## src/rtl/clap_pkg.sv

```systemverilog
// Shared types and constants for the clap detection pipeline.
package clap_pkg;

  // Pipeline controller states.
  typedef enum logic [2:0] {
    StIdle,
    StCal,
    StCalc,
    StRun,
    StHold
  } clap_state_e;

  // Threshold floors used when the measured ambient level is very low.
  localparam int unsigned DEF_MIN_HIGH = 4000;
  localparam int unsigned DEF_MIN_LOW  = 2000;

  // Ceiling log2; value must be >= 1.
  function automatic int unsigned clogb2(input int unsigned value);
    int unsigned v;
    int unsigned r;
    v = value - 1;
    r = 0;
    while (v > 0) begin
      r++;
      v = v >> 1;
    end
    return r;
  endfunction

  // Energy is a sum of squared samples over a window of DURATION samples.
  localparam int unsigned SAMPLE_WIDTH     = 16;
  localparam int unsigned DURATION         = 8;
  localparam int unsigned DEF_ENERGY_WIDTH = 2 * SAMPLE_WIDTH + clogb2(DURATION);

endpackage

```

## src/rtl/clap_sat_mult.sv

```systemverilog
// Constant multiply that saturates to all-ones when the product overflows Width.
module clap_sat_mult #(
  parameter int unsigned Width = 35,
  parameter int unsigned Mult  = 8
) (
  input  logic [Width-1:0] a_i,
  output logic [Width-1:0] p_o
);

  // 32 extra bits hold any product with a 32-bit constant without loss.
  localparam int unsigned ProdW = Width + 32;

  logic [ProdW-1:0] prod;

  // Full-width product, then clamp anything above Width bits.
  always_comb begin
    prod = ProdW'(a_i) * ProdW'(Mult);
    p_o  = (|prod[ProdW-1:Width]) ? '1 : prod[Width-1:0];
  end

endmodule

```

## src/rtl/clap_pipeline_ctrl.sv

```systemverilog
// Sequences the clap detector: ambient calibration, threshold derivation,
// energy pass-through and post-clap holdoff.
module clap_pipeline_ctrl
  import clap_pkg::*;
#(
  parameter int unsigned ENERGY_WIDTH  = DEF_ENERGY_WIDTH,
  parameter int unsigned CAL_LOG2      = 6,
  parameter int unsigned HIGH_MULT     = 8,
  parameter int unsigned LOW_MULT      = 4,
  parameter int unsigned MIN_HIGH      = DEF_MIN_HIGH,
  parameter int unsigned MIN_LOW       = DEF_MIN_LOW,
  parameter int unsigned HOLDOFF_BEATS = 16
) (
  input  logic                    clock,
  input  logic                    resetn,
  input  logic [ENERGY_WIDTH-1:0] energy_data,
  input  logic                    energy_valid,
  output logic                    energy_ready,
  output logic [ENERGY_WIDTH-1:0] det_energy_data,
  output logic                    det_energy_valid,
  input  logic                    det_energy_ready,
  input  logic                    claps_valid,
  input  logic                    claps_ready,
  input  logic                    recal_req,
  output logic [ENERGY_WIDTH-1:0] thr_high,
  output logic [ENERGY_WIDTH-1:0] thr_low,
  output logic                    thr_valid,
  output logic                    busy_cal
);

  localparam int unsigned AccW  = ENERGY_WIDTH + CAL_LOG2;
  localparam int unsigned HoldW = $clog2(HOLDOFF_BEATS + 1);

  localparam logic [ENERGY_WIDTH-1:0] MinHighV = ENERGY_WIDTH'(MIN_HIGH);
  localparam logic [ENERGY_WIDTH-1:0] MinLowV  = ENERGY_WIDTH'(MIN_LOW);
  localparam logic [CAL_LOG2-1:0]     LastBeat = '1;
  localparam logic [HoldW-1:0]        HoldLoad = HoldW'(HOLDOFF_BEATS);
  localparam logic [HoldW-1:0]        HoldOne  = HoldW'(1);

  clap_state_e             state_q, state_d;
  logic [AccW-1:0]         acc_q, acc_d;
  logic [CAL_LOG2-1:0]     cnt_q, cnt_d;
  logic [HoldW-1:0]        hold_q, hold_d;
  logic [ENERGY_WIDTH-1:0] thr_high_q, thr_high_d;
  logic [ENERGY_WIDTH-1:0] thr_low_q, thr_low_d;
  logic                    thr_valid_q, thr_valid_d;
  logic                    pend_q, pend_d;

  logic                    energy_hs;
  logic                    claps_hs;
  logic [ENERGY_WIDTH-1:0] avg;
  logic [ENERGY_WIDTH-1:0] high_prod, low_prod;

  assign energy_hs = energy_valid & energy_ready;
  assign claps_hs  = claps_valid & claps_ready;
  // Truncating divide by the beat count.
  assign avg       = acc_q[AccW-1:CAL_LOG2];

  clap_sat_mult #(
    .Width(ENERGY_WIDTH),
    .Mult (HIGH_MULT)
  ) u_mult_high (
    .a_i(avg),
    .p_o(high_prod)
  );

  clap_sat_mult #(
    .Width(ENERGY_WIDTH),
    .Mult (LOW_MULT)
  ) u_mult_low (
    .a_i(avg),
    .p_o(low_prod)
  );

  assign det_energy_data = energy_data;
  assign thr_high        = thr_high_q;
  assign thr_low         = thr_low_q;
  assign thr_valid       = thr_valid_q;
  assign busy_cal        = (state_q == StIdle) || (state_q == StCal) || (state_q == StCalc);

  // Stream handshake outputs; RUN is a pure combinational pass-through.
  always_comb begin
    energy_ready     = 1'b0;
    det_energy_valid = 1'b0;
    unique case (state_q)
      StCal:  energy_ready = 1'b1;
      StRun: begin
        energy_ready     = det_energy_ready;
        det_energy_valid = energy_valid;
      end
      StHold: energy_ready = 1'b1;
      default: ;
    endcase
  end

  // Next-state logic for the FSM, accumulator, counters and thresholds.
  always_comb begin
    state_d     = state_q;
    acc_d       = acc_q;
    cnt_d       = cnt_q;
    hold_d      = hold_q;
    thr_high_d  = thr_high_q;
    thr_low_d   = thr_low_q;
    thr_valid_d = thr_valid_q;
    pend_d      = pend_q;
    unique case (state_q)
      StIdle: state_d = StCal;
      StCal: begin
        if (energy_hs) begin
          acc_d = acc_q + AccW'(energy_data);
          cnt_d = cnt_q + 1'b1;
          if (cnt_q == LastBeat) state_d = StCalc;
        end
      end
      StCalc: begin
        thr_high_d  = (high_prod < MinHighV) ? MinHighV : high_prod;
        thr_low_d   = (low_prod < MinLowV) ? MinLowV : low_prod;
        thr_valid_d = 1'b1;
        acc_d       = '0;
        cnt_d       = '0;
        state_d     = StRun;
      end
      StRun: begin
        // A clap takes priority; a simultaneous recal waits until holdoff ends.
        if (claps_hs) begin
          state_d = StHold;
          hold_d  = HoldLoad;
          if (recal_req) pend_d = 1'b1;
        end else if (recal_req || pend_q) begin
          state_d = StCal;
          pend_d  = 1'b0;
        end
      end
      StHold: begin
        if (recal_req) pend_d = 1'b1;
        if (claps_hs) begin
          hold_d = HoldLoad;
        end else if (energy_hs) begin
          hold_d = hold_q - 1'b1;
          if (hold_q == HoldOne) state_d = StRun;
        end
      end
      default: state_d = StIdle;
    endcase
  end

  // State and datapath registers.
  always_ff @(posedge clock or negedge resetn) begin
    if (!resetn) begin
      state_q     <= StIdle;
      acc_q       <= '0;
      cnt_q       <= '0;
      hold_q      <= '0;
      thr_high_q  <= MinHighV;
      thr_low_q   <= MinLowV;
      thr_valid_q <= 1'b0;
      pend_q      <= 1'b0;
    end else begin
      state_q     <= state_d;
      acc_q       <= acc_d;
      cnt_q       <= cnt_d;
      hold_q      <= hold_d;
      thr_high_q  <= thr_high_d;
      thr_low_q   <= thr_low_d;
      thr_valid_q <= thr_valid_d;
      pend_q      <= pend_d;
    end
  end

endmodule

```

## config.mk

```make
export PLATFORM = sky130hd
export DESIGN_NAME = clap_pipeline_ctrl
export DESIGN_NICKNAME = d
export VERILOG_FILES = /design/src/rtl/clap_pkg.sv /design/src/rtl/clap_sat_mult.sv /design/src/rtl/clap_pipeline_ctrl.sv
export SDC_FILE = /design/constraint.sdc
export NUM_CORES = 1
export LEC_CHECK = 0
export CAP_MARGIN = 10
export CORE_MARGIN = 3
export CORE_UTILIZATION = 45
export CTS_CLUSTER_SIZE = 25
export DETAILED_ROUTE_END_ITERATION = 7
export PLACE_DENSITY_LB_ADDON = 0.1
export SYNTH_ARGS = -nofsm -noshare
export SYNTH_HDL_FRONTEND = slang
export SYNTH_SLANG_ARGS = --single-unit
```

## constraint.sdc

```tcl
create_clock -name clock -period 7.25 [get_ports clock]
set_clock_uncertainty 0.15 [all_clocks]
set_input_delay 0.725 -clock clock [delete_from_list [all_inputs] [get_ports clock]]
set_output_delay 0.725 -clock clock [all_outputs]
set_load 0.01 [all_outputs]
```

==> summary.md, run 1 <==
| Metric | Value |
|---|---|
| Crit path buf inv count | 1 |
| Share of flip-flops with an asynchronous set or reset | 1.00 |
| DR pass1 iterations | 7 |
| CP top delay family | compound AO/OA/AOI/OAI gates |
| Top cell by count, worst path | a21oi_1 |
| Total congestion overflow | 0 |
| R2R cell count | 6 |
| Core ar. | 15400 µm² |
| Synth warn | 0 |
| R2r setup slk | 4.06 ns |
| Post-synthesis instance area | 7140 µm² |
| Critical Path, Cell by Cell | clkdlybuf4s50_1 -> ha_1 -> fa_1 -> a21oi_1 -> o22ai_1 -> o2111ai_1 -> a21oi_2 -> o2111ai_2 -> a21oi_1 -> or3_1 -> a32o_1 |
| Finished Core Util | 0.597 |
| Area growth syn-to-layout | 28.6% |
| Non-Filler Instances | 1111 |
| Reported max-cap violation count | 0 |
| Period utilisation layout | 0.478 |
| First-pass GRT wire length | 31600 µm |
| Final Hold Vio Count | 0 |
| CTS buffer count | 17 |
| Post-synth cell types | 67 |
| Hold path depth | 2 |
| Worst R2R Start | acc_q[38] |
| WP data required | 7.41 ns |
| Pwr Density | 466 nW/µm² |
| Sequential area share after synthesis | 0.437 |
| I/O pins | 151 |
| Row cnt | 45 |
| Dpl cells | 1079 |
| Final Slew Violations | 0 |
| Largest stage delay, worst path | 0.43 ns |
| CP max stage cell | clkdlybuf4s50_1 |
| Final instance area | 9180 µm² |
| Synth Flop Type | dfrtp_1 |
| Die Area | 17400 µm² |
| VDD IR max | 0.192 mV |
| Layout cells sized above 1 | 0.0811 |
| Multi-input gate area | 3530 µm² |
| Avg WL per Cell | 17.4 µm |
| FF-to-FF End | thr_high[10] |
| Dpl ws | 3.37 ns |
| CTS Hold Buffers Added | 0 |
| Remaining DRCs | 0 |
| Ranking of synthesized cells by area | dfrtp_1, ha_1, o21ai_0 |
| Outcome | complete, no violations |
| Number of flops mapped to enable cells by yosys | 0 |
| Yosys top cell by area | dfrtp_1 |
| RSZ-0062 raised after global routing | no |
| Seq. cell area | 3120 µm² |
| Worst-Margin Slew | 1.15 ns |
| Vias | 6265 |
| Root Buffer | clkbuf_16 |
| Syn Inst Count | 787 |
| DP Area | 8540 µm² |
| Clk pin slew, worst setup/hold paths | 0.06 ns |
| P_leak | 4.02 nW |
| Worst Hold End | thr_low[27] |
| Via density | 5.64 |
| Fin nets | 968 |
| Final setup violating endpoints | 0 |
| CTS max path bufs | 2 |
| Crit path kind | in -> reg |
| Setup tns final | 0 ns |
| Drt initial violations | 496 |
| Port Buffers | 150 |
| Rel. slew slack | 0.233 |
| Worst path setup slack after routing | 3.79 ns |
| Fin crit period | 3.46 ns |
| Syn Nets | 868 |
| Hpwl dp | 13900 µm |
| Crit. End Element | flip-flop |
| Worst Path Max Fanout | 5 |
| Die Width | 132 µm |
| Initial antenna violation count | 0 |
| Post_cts resized | 0 |
| Initial Utilization | 0.464 |
| Fillers | 1358 |
| Largest net degree at the start of global routing | 81 |
| Die extent in y | 132 µm |
| # Post-CTS Setup Buffers | 0 |
| CP Data Arrival Time | 3.62 ns |
| Top cell type's share of synthesized area | 0.393 |
| CTS tree | done |
| Hold WC Path Type | reg -> reg |
| Setup crit start kind | primary input |
| RePlAce Congestion | 0.876 |
| Number of routed nets with antenna violations | 0 |
| # diodes | 0 |
| Clock sink count | 124 |
| Vias in the first global route | 6169 |
| DRT Wirelength | 19300 µm |
| Max frequency | 289 MHz |
| Max H-tree Level | 4 |
| Min-delay src | thr_low[27] |
| Total track usage | 0.222 |
| Skew-Pair Late Insertion Delay | 0.42 ns |
| #FFs+latches synth | 124 |
| Synth Area per Inst | 9.07 µm² |
==> stage by stage <==
step / power (W) / hold WS (ns)
2_1_floorplan: 0.00254 / 0.279
3_3_place_gp: 0.00329 / 0.302
3_5_place_dp: 0.00336 / 0.310
4_1_cts: 0.00429 / 0.323
5_1_grt: 0.00458 / 0.346
6_report: 0.00428 / 0.318
==> layer usage <==
metal / up-vias / track usage / wire length (µm)
li1: 3007 / - / -
met1: 3029 / 0.319 / 9460
met2: 203 / 0.340 / 8540
met3: 26 / 0.0397 / 1010
met4: 0 / 0.0729 / 289
met5: - / 0 / 0
==> tightest hold or removal path, stage by stage, from the launching register on <==
cell and delay (ns):
dfrtp_1 0.34, nand2_1 0.05, nand2_1 0.05
==> synthesized netlist by cell type, types with 4 or more instances <==
library cell / n
o21ai_0: 93
buf_4: 38
a21o_1: 16
a31oi_1: 6
nor2_1: 55
xnor2_1: 12
inv_1: 23
a211oi_1: 5
a22o_1: 5
o21a_1: 7
o22a_1: 20
o31ai_1: 8
mux2i_1: 5
ha_1: 38
nand2b_1: 7
nor4_1: 5
clkbuf_1: 32
nand2_1: 105
a32o_1: 5
or3_1: 11
and3_1: 10
o21bai_1: 5
o2111ai_1: 4
nand4_1: 11
nor3_1: 10
or2_2: 5
nand3_1: 20
dfrtp_1: 112
a21oi_1: 40
dfstp_2: 12
xor2_1: 11
==> layout make-up <==
class | instances | area share
Inverter | 23 | 0.00941
Clock buffer | 19 | 0.0493
Tap cell | 211 | 0.0288
Sequential cell | 124 | 0.340
Multi-Input combinational cell | 565 | 0.384
Timing Repair Buffer | 156 | 0.168
Clock inverter | 13 | 0.0203
==> kinds of logic after synthesis <==
kind of cell,share of synthesized area
XOR/XNOR,0.0282
buffers and inverters,0.0720
AO/OA/AOI/OAI,0.228
multiplexers,0.00859
flip-flops,0.437
adder cells (fa/ha/maj),0.0694
AND/OR/NAND/NOR,0.157
==> cells in the final DEF (no fill, tap or decap), types with 6 or more instances in the layout <==
| master | instances |
|---|---|
| a21o_1 | 16 |
| a21oi_1 | 40 |
| a31oi_1 | 6 |
| and3_1 | 10 |
| buf_4 | 7 |
| clkbuf_16 | 17 |
| clkdlybuf4s50_1 | 149 |
| dfrtp_1 | 112 |
| dfstp_2 | 12 |
| ha_1 | 38 |
| inv_1 | 23 |
| nand2_1 | 105 |
| nand2b_1 | 7 |
| nand3_1 | 20 |
| nand4_1 | 11 |
| nor2_1 | 54 |
| nor3_1 | 9 |
| o21a_1 | 7 |
| o21ai_0 | 93 |
| o22a_1 | 20 |
| o31ai_1 | 7 |
| or3_1 | 11 |
| xnor2_1 | 12 |
| xor2_1 | 11 |
==> sequential cells by signal, indices dropped and copies added (netlist names) <==
register	flops
acc_q	41
thr_low	34
thr_high	33
cnt_q	6
hold_q	5
state_q	3
pend_q	1
thr_valid	1
==> worst max path at each step <==
| stage | depth (start not counted) | slack [ns] | start | endpoint |
|---|---|---|---|---|
| floorplan | 10 | 4.10 | energy_data[0] | acc_q[28] |
| global placement | 11 | 3.40 | energy_data[0] | acc_q[32] |
| detailed placement | 11 | 3.37 | energy_data[0] | acc_q[28] |
| CTS | 11 | 3.80 | energy_data[0] | acc_q[32] |
| global route | 11 | 3.63 | energy_data[0] | acc_q[32] |
| finish | 11 | 3.79 | energy_data[0] | acc_q[32] |
==> power breakdown <==
part	internal, W	total (W)	leakage [nW]	switching (W)
Sequential	0.00103	0.00134	1.51	0.000308
Clock	0.000595	0.000922	0.302	0.000327
Combinational	0.000948	0.00202	2.21	0.00107
Total	0.00257	0.00428	4.02	0.00170
Power figures use the tool's default switching activity.
==> run 2, diff against run 1 <==
==> constraint.sdc (replaced) <==
create_clock -name clock -period 3.14 [get_ports clock]
set_clock_uncertainty 0.15 [all_clocks]
set_input_delay 0.314 -clock clock [delete_from_list [all_inputs] [get_ports clock]]
set_output_delay 0.314 -clock clock [all_outputs]
set_load 0.01 [all_outputs]
==> run 2 against run 1 <==
Compared with the run above:
- critical path depth did not move
- register-to-register slack got worse by 3.8 ns
- sequential power rose by 130%
- routed wire length rose by 3.5%
- critical path type unchanged
- largest power group unchanged
- highest routed layer unchanged
==> summary.md, run 2 (synthesized netlist as in run 1, its figures left out) <==
| Metric | Value |
|---|---|
| I/O pins | 151 (unchanged) |
| R2r setup slk | 0.21 ns (-3.85 ns) |
| Worst-Margin Slew | 0.828 ns (-0.323 ns) |
| P_leak | 4.25 nW (+5.6%) |
| Outcome | complete, no violations |
| First-pass GRT wire length | 32700 µm (+3.5%) |
| Gate power share | 0.498 (+0.026) |
| Top reg by flops | acc_q |
| Max H-tree Level | 4 (unchanged) |
| Die Area | 17400 µm² (unchanged) |
| CP Data Arrival Time | 3.14 ns (-0.48 ns) |
| Core ar. | 15400 µm² (unchanged) |
| Hold WC Path Type | reg -> reg |
| RSZ-0062 raised after global routing | no |
| Most common library cell in the layout ignoring fill and taps | clkdlybuf4s50_1 |
| Reported max-cap violation count | 0 (unchanged) |
| Clk pin slew, worst setup/hold paths | 0.05 ns (about the same) |
| Dpl cells | 1125 (+4.3%) |
| CTS max path bufs | 2 (unchanged) |
| DRT Wirelength | 20000 µm (+3.5%) |
| DR pass1 iterations | 5 (-2) |
| Sequential cell fraction of total power | 0.300 (-0.013) |
| Non-Filler Instances | 1158 (+4.2%) |
| Initial Utilization | 0.464 (unchanged) |
| Setup crit start kind | primary input |
| Number of routed nets with antenna violations | 0 (unchanged) |
| WP data required | 3.33 ns (-4.08 ns) |
| Crit path kind | in -> reg |
| Clock sink count | 124 (unchanged) |
| Worst Path Max Fanout | 5 (unchanged) |
| Area growth syn-to-layout | 33.4% |
| CP max stage cell | clkdlybuf4s50_1 |
| Hpwl dp | 14900 µm (+7.3%) |
| Port Buffers | 150 (unchanged) |
| Max FFs per register | 41 (unchanged) |
| CTS buffer count | 17 (unchanged) |
| Period utilisation layout | 0.941 |
| Critical Path End | acc_q[40] |
| FF-to-FF End | acc_q[32] |
| Avg WL per Cell | 17.2 µm (-0.73%) |
| Setup tns final | 0 ns (unchanged) |
| Fin nets | 1015 (+4.9%) |
| Die extent in y | 132 µm (unchanged) |
| Largest net degree at the start of global routing | 68 (-16%) |
| Die Width | 132 µm (unchanged) |
| Root Buffer | clkbuf_16 |
| Drt initial violations | 598 (+21%) |
| Row cnt | 45 (unchanged) |
| Worst R2R Start | acc_q[0] |
| Initial antenna violation count | 0 (unchanged) |
| Rel. slew slack | 0.448 (+0.215) |
| CTS tree | done |
| # diodes | 0 (unchanged) |
| Remaining DRCs | 0 (unchanged) |
| Max frequency | 338 MHz |
| Switching Share | 0.394 (-0.00423) |
| Fin crit period | 2.96 ns |
| Final Hold Vio Count | 0 (unchanged) |
| Layout cells sized above 1 | 0.126 (+0.0445) |
| RePlAce Congestion | 0.881 (+0.62%) |
| Vias | 6463 (+3.2%) |
| R2R cell count | 10 (+4) |
| Via density | 5.58 (-1.0%) |
| Internal | 0.00613 W (+140%) |
| Clock share of power | 0.201 (-0.015) |
| VDD IR max | 0.485 mV (+150%) |
| Fillers | 1287 (-5.2%) |
| Total congestion overflow | 0 (unchanged) |
| Vias in the first global route | 6383 (+3.5%) |
| Crit. End Element | flip-flop |
| # Post-CTS Setup Buffers | 0 (unchanged) |
| Critical Path, Cell by Cell | clkdlybuf4s50_1 -> ha_1 -> fa_1 -> a21oi_2 -> o22ai_1 -> o2111ai_2 -> a21oi_2 -> o2111ai_2 -> a2111o_1 -> a21oi_1 -> mux2i_1 |
| Skew-Pair Late Insertion Delay | 0.42 ns (about the same) |
| Final Slew Violations | 0 (unchanged) |
| Final setup violating endpoints | 0 (unchanged) |
| Final instance area | 9520 µm² (+3.7%) |
| Final hold slack | 0.317 ns (-0.000763 ns) |
| P_sw | 0.00399 W (+130%) |
| DP Area | 8880 µm² (+4.0%) |
| Crit path launch | energy_data[0] |
| Total track usage | 0.230 (+0.00866) |
| Largest stage delay, worst path | 0.48 ns (+0.05 ns) |
| Most frequent cells in the layout | clkdlybuf4s50_1, dfrtp_1, nand2_1, o21ai_0, nor2_1 |
| Finished Core Util | 0.619 (+0.0222) |
| Pwr Density | 1060 nW/µm² (+130%) |
-- run 2: layer usage --
layer	vias up	routed length, µm	global-route usage	part of all wire
met4	0	267	0.0683	0.013
met5	-	0	0	0
met3	19	1180	0.0435	0.059
li1	3098	-	-	-
met1	3113	9530	0.333	0.48
met2	233	8990	0.353	0.45
-- run 2: worst min-delay path by stage --
stage | cells after the start | end | startpoint
floorplan | 0 | acc_q[0] | resetn
global placement | 2 | thr_low[23] | thr_low[23]
detailed placement | 1 | thr_low[5] | resetn
CTS | 1 | thr_valid | thr_valid
global route | 1 | thr_valid | thr_valid
finish | 1 | thr_valid | thr_valid
-- run 2: per-stage QoR --
step           setup slack [ns]  total power [W]
2_1_floorplan             0.366          0.00585
3_3_place_gp             -0.244          0.00790
3_5_place_dp             -0.317          0.00806
4_1_cts                  0.0670           0.0101
5_1_grt                 0.00731           0.0108
6_report                  0.184           0.0101
-- run 2: area by class of cell --
cell class                 count  area [µm²]  area share
inverter                      23        86.3     0.00907
clock buffer                  20         437      0.0459
timing repair buffer         203        1900       0.200
multi-input combinational    565        3540       0.372
tap                          211         264      0.0277
sequential                   124        3120       0.328
clock inverter                12         173      0.0181
-- run 2: timing repair --
item                                    CTS  global route
endpoints found under the hold margin    56             0
hold buffers                              1             0
endpoints found under the setup margin    0             3
gates resized for setup                   0             3
-- run 2: power groups by stage --
stage / Clock, W / Sequential, W / Combinational (W)
floorplan: 0 / 0.00303 / 0.00283
global placement: 0 / 0.00302 / 0.00489
detailed placement: 0 / 0.00305 / 0.00501
CTS: 0.00206 / 0.00303 / 0.00504
global route: 0.00214 / 0.00314 / 0.00555
finish: 0.00204 / 0.00304 / 0.00504
-- run 2: worst max-delay path: cells and delay by family --
kind,cells,cell delay (ns)
compound gates,7,1.70
mux,1,0.21
buf+inv,1,0.48
fa+ha+maj,2,0.43
==> run 3, diff against run 2 <==
--- a/config.mk
+++ b/config.mk
@@ -10,6 +10,7 @@
 export CORE_UTILIZATION = 45
 export CTS_CLUSTER_SIZE = 25
 export DETAILED_ROUTE_END_ITERATION = 7
+export HOLD_SLACK_MARGIN = 0.12
 export PLACE_DENSITY_LB_ADDON = 0.1
 export SYNTH_ARGS = -nofsm -noshare
 export SYNTH_HDL_FRONTEND = slang
==> results of run 3 <==
No change in the layout: final DEF, timing and power equal those of run 2.
